### src/rtl/result_seg_display.sv
//==============================================================================
// Module   : result_seg_display
// Purpose  : Double-dabble binary-to-BCD conversion of a 16-bit result and a
//            multiplexed 4-digit active-low 7-segment display driver.
// Revision : 1.0 - initial release
//==============================================================================
`default_nettype none

module result_seg_display #(
    parameter int CLK_HZ   = 50000000,
    parameter int SCAN_HZ  = 1000,
    parameter int BLANK_LZ = 1
) (
    input  logic        clk,
    input  logic        rst,
    input  logic        load,
    input  logic [15:0] value,
    output logic        busy,
    output logic        conv_done,
    output logic        ovf,
    output logic [6:0]  seg,
    output logic [3:0]  dig_sel
);

    localparam int c_DIV_RAW = CLK_HZ / SCAN_HZ;
    localparam int c_DIV     = (c_DIV_RAW < 1) ? 1 : c_DIV_RAW;
    localparam int c_PW      = (c_DIV > 1) ? $clog2(c_DIV) : 1;

    localparam logic [1:0] c_S_IDLE  = 2'd0;
    localparam logic [1:0] c_S_SHIFT = 2'd1;
    localparam logic [1:0] c_S_DONE  = 2'd2;

    logic [1:0]      r_state;
    logic [1:0]      w_next;
    logic            w_capture;
    logic            w_shift;
    logic            w_done;

    logic [15:0]     r_sreg;
    logic [15:0]     r_bcd;
    logic [3:0]      r_n5;
    logic [3:0]      r_cnt_sh;
    logic [15:0]     w_bcd_adj;

    logic [15:0]     r_disp;
    logic            r_ovf;
    logic            r_conv_done;

    logic [c_PW-1:0] r_pre;
    logic            w_tick;
    logic [1:0]      r_idx;
    logic [3:0]      w_blank;
    logic [3:0]      w_nib;

    // ---------------- FSM ----------------
    always_ff @(posedge clk or negedge rst) begin
        if (!rst) begin
            r_state <= c_S_IDLE;
        end else begin
            r_state <= w_next;
        end
    end

    always_comb begin
        w_next = r_state;
        case (r_state)
            c_S_IDLE:  if (load) w_next = c_S_SHIFT;
            c_S_SHIFT: if (r_cnt_sh == 4'd15) w_next = c_S_DONE;
            c_S_DONE:  w_next = c_S_IDLE;
            default:   w_next = c_S_IDLE;
        endcase
    end

    always_comb begin
        busy      = 1'b0;
        w_capture = 1'b0;
        w_shift   = 1'b0;
        w_done    = 1'b0;
        case (r_state)
            c_S_IDLE:  w_capture = load;
            c_S_SHIFT: begin
                busy    = 1'b1;
                w_shift = 1'b1;
            end
            c_S_DONE:  begin
                busy   = 1'b1;
                w_done = 1'b1;
            end
            default:   busy = 1'b0;
        endcase
    end

    // ---------------- Double-dabble datapath ----------------
    genvar gi;
    generate
        for (gi = 0; gi < 4; gi++) begin : g_add3
            assign w_bcd_adj[4*gi +: 4] = (r_bcd[4*gi +: 4] >= 4'd5) ?
                                          r_bcd[4*gi +: 4] + 4'd3 :
                                          r_bcd[4*gi +: 4];
        end
    endgenerate

    always_ff @(posedge clk or negedge rst) begin
        if (!rst) begin
            r_sreg      <= '0;
            r_bcd       <= '0;
            r_n5        <= '0;
            r_cnt_sh    <= '0;
            r_disp      <= '0;
            r_ovf       <= 1'b0;
            r_conv_done <= 1'b0;
        end else begin
            r_conv_done <= 1'b0;
            if (w_capture) begin
                r_sreg   <= value;
                r_bcd    <= '0;
                r_n5     <= '0;
                r_cnt_sh <= '0;
            end else if (w_shift) begin
                r_n5     <= {r_n5[2:0], w_bcd_adj[15]};
                r_bcd    <= {w_bcd_adj[14:0], r_sreg[15]};
                r_sreg   <= {r_sreg[14:0], 1'b0};
                r_cnt_sh <= r_cnt_sh + 4'd1;
            end else if (w_done) begin
                r_disp      <= r_bcd;
                r_ovf       <= (r_n5 != 4'd0);
                r_conv_done <= 1'b1;
            end
        end
    end

    assign conv_done = r_conv_done;
    assign ovf       = r_ovf;

    // ---------------- Scan prescaler and digit index ----------------
    assign w_tick = (r_pre == c_PW'(c_DIV - 1));

    always_ff @(posedge clk or negedge rst) begin
        if (!rst) begin
            r_pre <= '0;
            r_idx <= '0;
        end else if (w_tick) begin
            r_pre <= '0;
            r_idx <= r_idx + 2'd1;
        end else begin
            r_pre <= r_pre + 1'b1;
        end
    end

    // A digit blanks only when it and every more-significant digit are zero.
    generate
        for (gi = 0; gi < 4; gi++) begin : g_blank
            if (gi == 0) begin : g_units
                assign w_blank[gi] = 1'b0;
            end else begin : g_upper
                assign w_blank[gi] = (BLANK_LZ != 0) && !r_ovf &&
                                     (r_disp[15:4*gi] == '0);
            end
        end
    endgenerate

    assign w_nib   = r_disp[4*r_idx +: 4];
    assign dig_sel = ~(4'b0001 << r_idx);

    always_comb begin
        seg = 7'h7F;
        if (!w_blank[r_idx]) begin
            case (w_nib)
                4'd0:    seg = 7'h40;
                4'd1:    seg = 7'h79;
                4'd2:    seg = 7'h24;
                4'd3:    seg = 7'h30;
                4'd4:    seg = 7'h19;
                4'd5:    seg = 7'h12;
                4'd6:    seg = 7'h02;
                4'd7:    seg = 7'h78;
                4'd8:    seg = 7'h00;
                4'd9:    seg = 7'h10;
                default: seg = 7'h7F;
            endcase
        end
    end

endmodule

`default_nettype wire
### config.mk
export PLATFORM = sky130hd
export DESIGN_NAME = result_seg_display
export DESIGN_NICKNAME = d
export VERILOG_FILES = /design/src/rtl/result_seg_display.sv
export SDC_FILE = /design/constraint.sdc
export NUM_CORES = 1
export LEC_CHECK = 0
export ABC_CLOCK_PERIOD_IN_PS = 2600
export CORE_ASPECT_RATIO = 0.6
export CORE_UTILIZATION = 55
export DETAILED_ROUTE_END_ITERATION = 16
export HOLD_SLACK_MARGIN = 0.08
export PLACE_DENSITY = 0.76
export SLEW_MARGIN = 10
export SYNTH_ARGS = -nofsm -noshare
export SYNTH_HDL_FRONTEND = slang
export SYNTH_SLANG_ARGS = --single-unit
### constraint.sdc
create_clock -name clk -period 2.6 [get_ports clk]
set_input_delay 0.26 -clock clk [delete_from_list [all_inputs] [get_ports clk]]
set_output_delay 0.26 -clock clk [all_outputs]
set_load 0.02 [all_outputs]
== Word level (Yosys, flattened, before mapping) ==
Memory sizes are Yosys's and may differ from the RTL's.
Index checks and enable logic that the tools add are counted.
Widths: inputs -> output; s select.

* Bits in registers: 78
* Latch bits: 0
* RAM bits: 0
* Bits in read-only memories: 112
* Input bits: 19
* Output and inout port bits: 14
* Logic and storage cells: 73
* Memories kept: 1

* Add/sub/neg operators: 7
* Multipliers: 0
* Divide/modulo/power cells: 0
* Order comparisons: 5
* Equality and inequality tests: 6
* Shift-type cells: 2
* Mux-type cells: 26
* Bitwise operators: 3
* Reduce and logical (&&, ||, !) cells: 13

{| class="wikitable"
|+ Memories
! memory !! depth !! bits a word !! read ports !! clocked after Yosys merged registers in !! wr ports !! RTL line !! RTL
|-
| (no name shown) || 16 || 7 || 1 || 0 || 0 || 168 || <nowiki>case (w_nib)</nowiki>
|}

{| class="wikitable"
|+ Operators by type and width
! cell !! number
|-
| $mux 16 || 5
|-
| $mux 4 || 8
|-
| $add 16x1->16 const B || 1
|-
| $add 4x2->4 const B || 4
|-
| $eq 16x16->1 const B || 1
|-
| $ge 4x3->1 const B || 4
|-
| $shiftx 16x5->4 || 1
|-
| $logic_not 12->1 || 1
|-
| $logic_not 8->1 || 1
|-
| $mux 1 || 8
|-
| $mux 7 || 1
|-
| $add 4x1->4 const B || 1
|-
| $eq 4x4->1 const B || 1
|-
| $logic_not 4->1 || 1
|-
| $mux 2 || 2
|-
| $ne 2x2->1 const B || 2
|-
| $not 4->4 || 1
|-
| $pmux 2 s2 || 1
|-
| $reduce_bool 4->1 || 1
|-
| $shl 1x2->4 const A || 1
|-
| $logic_and 1x1->1 || 3
|-
| $lt 2x3->1 const B || 1
|-
| $reduce_and 3->1 || 1
|-
| $add 2x1->2 const B || 1
|-
| 9 further kinds || 10
|}

== Logic depth before layout (Yosys ltp) ==
* Depth in word-level cells: 5
* Mapped depth: 7
* Depth with buffers taken out: 7

== Least setup slack after synthesis ==
No wires, ideal clock.

* Kind: register to output
* Start point: register r_idx[1]
* End point: output seg[3]
* Data arrival time: 1,888 ps
* Data required time: 2,340 ps
* Slack: 452 ps
* Stages on the path, launching flop included: 8
* Buffers on the path: 1
* Path through: dfrtp_1 -> buf_6 -> mux4_2 -> inv_1 -> ha_1 -> nor2_1 -> a21oi_1 -> o21ai_1

* Cells in the longest elaborated chain, start to end: 3
* Elaborated cells between the ends (all ways): 5
* Classes of those cells: shift: 1; mux: 3; memory: 1

{| class="wikitable"
|+ Ends and longest elaborated chain
! what !! RTL line !! RTL
|-
| start, declared || 51 || <nowiki>logic [1:0] r_idx;</nowiki>
|-
| start signal, assigned || 144 || <nowiki>r_idx <= r_idx + 2'd1;</nowiki>
|-
| $shiftx 16x5->4 or $bmux 1 s2 (tied branches) || 162, 167 ||
|-
| $mem_v2 16x7 or $mux 1 (tied branches) || - ||
|-
| $mux 7 (*) || 167 || <nowiki>if (!w_blank[r_idx]) begin</nowiki>
|-
| end, declared || 21 || <nowiki>output logic [6:0] seg,</nowiki>
|}

Every way passes the cells marked *; elsewhere a longest branch is shown, timed or not. The select of a mux whose other input is x is not followed.

== Final worst setup path ==
* Start point: register r_idx[1]
* End point: output seg[6]

Same word-level chain as after synthesis.

==> flow_summary.json <==
{
  "async_flop_share": 1.00,
  "path_buf_inv": 2,
  "slew_violations": 0,
  "post_drt_via_cell_ratio": 5.55,
  "timing.slew.headroom": 0.363,
  "grt_pass1_vias": 2693,
  "crit_family": "multiplexers",
  "cp_max_fo": 5,
  "track_usage": 0.225,
  "worst_pin_slew_ps": 956,
  "reg2reg_depth": 3,
  "finalWeightedCongestion": 0.825,
  "area_delta_synth_final_pct": 18.4,
  "dieArea_um2": 7770,
  "syn_area_um2": 4080,
  "cts_buffers": 9,
  "row_count": 23,
  "wire_per_inst_um": 15.2,
  "post-route-util": 0.699,
  "n_fill_cell": 505,
  "h-tree-depth": 3,
  "fp.dieW_um": 113,
  "yosysSeqAreaShare": 0.479,
  "final_nets": 467,
  "remaining_drc_errors": 0,
  "ir_worst_vdd_mv": 0.555,
  "p_leak_nw": 2.22,
  "postSynthCellCount": 388,
  "grt_antenna_before_repair": 0,
  "ys.flop_type": "dfrtp_1",
  "cts_tree": "yes",
  "grt_pass1_wl_um": 13200,
  "hold_violations": 0,
  "cp-start-kind": "flip-flop",
  "rsz0062_at_grt": "false",
  "routed_wl_um": 7840,
  "r2r_slack_ps": 870,
  "worstPathCellList": "mux4_2, buf_4, ha_1, o21ai_0, o21ai_0, clkdlybuf4s15_1",
  "synth_top_cell_by_area": "dfrtp_1",
  "ys_top_cells_by_count": "dfrtp_1, nand2_1, o21ai_0",
  "dr.first_iter.drc_count": 235,
  "synth_seq_cells": 78,
  "slowest_stage": "mux4_2",
  "status": "complete, no violations",
  "fmax_mhz": 400,
  "skew_ps": 5.73,
  "drv_cap": 0,
  "hold_class": "primary input to async pin",
  "yosys.cell_count.top_type": "dfrtp_1",
  "setup_violations": 0,
  "powerDensity_nw_per_um2": 819,
  "grt_start_max_net_pins": 79,
  "tns_ps": 0,
  "grt_overflow": 0,
  "fin_crit_sh": 0.963,
  "cts_buffer_depth": 2,
  "ys.warnings.count": 0,
  "dr.pass1.iters": 4,
  "clk_latency_ps": 330,
  "path_common_cell": "o21ai_0",
  "critPathKind": "flip-flop to output port",
  "ioPinCount": 33,
  "ant_nets": 0,
  "ys_top_cells_by_area": "dfrtp_1, ha_1, mux2i_1",
  "dr_total_vias": 2870,
  "avgSynthCellArea_um2": 10.5,
  "drive_above_1_share": 0.135,
  "reg2reg_from": "r_state[0]",
  "worstSetupEndpointType": "output port",
  "synth_cell_type_count": 34,
  "syn_nets": 430,
  "cpPeakStageDelay_ps": 530,
  "clk_pin_slew_ps": 60,
  "dpl.hpwl_um": 5330,
  "synth_edf_count": 0,
  "core_area_um2": 6910,
  "port_buffers": 32,
  "clock_sinks": 78,
  "rr_endpoint": "r_disp[2]",
  "cp_data_required_time_ps": 2340,
  "root_buffer": "clkbuf_16",
  "diodes": 0,
  "period_minus_slack_ps": 2500,
  "start_util": 0.590,
  "yosysTopAreaCellShare": 0.479,
  "die_height_um": 68.7,
  "crit_arrival_ps": 2240
}
-- power by group --
part,switching (W),internal [W],total (W)
combinational,0.000598,0.000512,0.00111
clock,0.000468,0.000790,0.00126
sequential,0.000157,0.00142,0.00158
-- logic make-up after synthesis --
family,after synthesis,share of synthesized area
and+or+nand+nor,114,0.137
muxes,48,0.135
adders and majority gates,23,0.0706
DFF,78,0.479
AOI/OAI and AO/OA,65,0.0884
xor gates and xnor gates,25,0.0537
buffers and inverters,35,0.0362
-- worst max path at each step --
stage	start	to	depth (start not counted)
after floorplan	r_idx[1]	seg[3]	7
after global placement	r_idx[1]	seg[3]	7
after detailed placement	r_disp[5]	seg[5]	6
after CTS	r_idx[1]	seg[3]	7
after global routing	r_idx[1]	seg[6]	6
final	r_idx[1]	seg[6]	6
-- flip-flops by register name, summed over array words and instances, names as in the netlist --
name       cells
conv_done      1
r_bcd         16
r_pre         16
r_cnt_sh       4
r_state        2
r_sreg        16
r_n5           4
r_disp        16
r_idx          2
ovf            1
-- final cells by class --
cell class / count / area (µm²) / area share
multi-input combinational: 275 / 2000 / 0.414
sequential: 78 / 1950 / 0.405
timing repair buffer: 42 / 394 / 0.0817
clock buffer: 12 / 256 / 0.0532
tap: 87 / 109 / 0.0226
inverter: 19 / 71.3 / 0.0148
clock inverter: 4 / 45.0 / 0.00934
-- layout by cell type, fill, tap and decap left out, types with 3 or more instances in the layout --
master,count
xnor2_1,13
nand2_1,38
mux2_2,17
a21o_1,6
clkdlybuf4s50_1,24
xor2_1,12
o211ai_1,4
dfrtp_1,77
ha_1,22
mux2i_1,26
inv_1,18
nor2_1,27
nor4_1,3
mux4_2,3
a21oi_1,19
o21ai_1,4
clkinv_2,3
clkbuf_16,9
o21ai_0,29
nand2b_1,13
dlygate4sd2_1,5
nand3_1,14
nand4_1,5
buf_4,10
-- layer usage --
| metal | track usage | share of wire | vias up |
|---|---|---|---|
| met5 | 0 | 0 | - |
| met4 | 0.0609 | 0.011 | 0 |
| met2 | 0.343 | 0.43 | 53 |
| met3 | 0.0647 | 0.042 | 11 |
| li1 | - | - | 1405 |
| met1 | 0.318 | 0.51 | 1401 |
-- repair_timing --
item,4_1_cts,5_1_grt
buffers inserted,0,0
hold buffers,0,0
gates resized for setup,11,4
setup endpoints to repair,7,3
-- through the flow --
step	instance area, µm²	total power (W)	hold WS, ps	instances	setup WS [ps]
2_1_floorplan	4080	0.00236	-35.6	388	452
3_3_place_gp	4520	0.00268	453	501	115
3_5_place_dp	4520	0.00272	456	501	50.0
4_1_cts	4830	0.00398	120	517	16.1
5_1_grt	4820	0.00418	166	517	16.4
6_report	4820	0.00395	71.0	517	97.0
(Power assumes the default switching activity.)
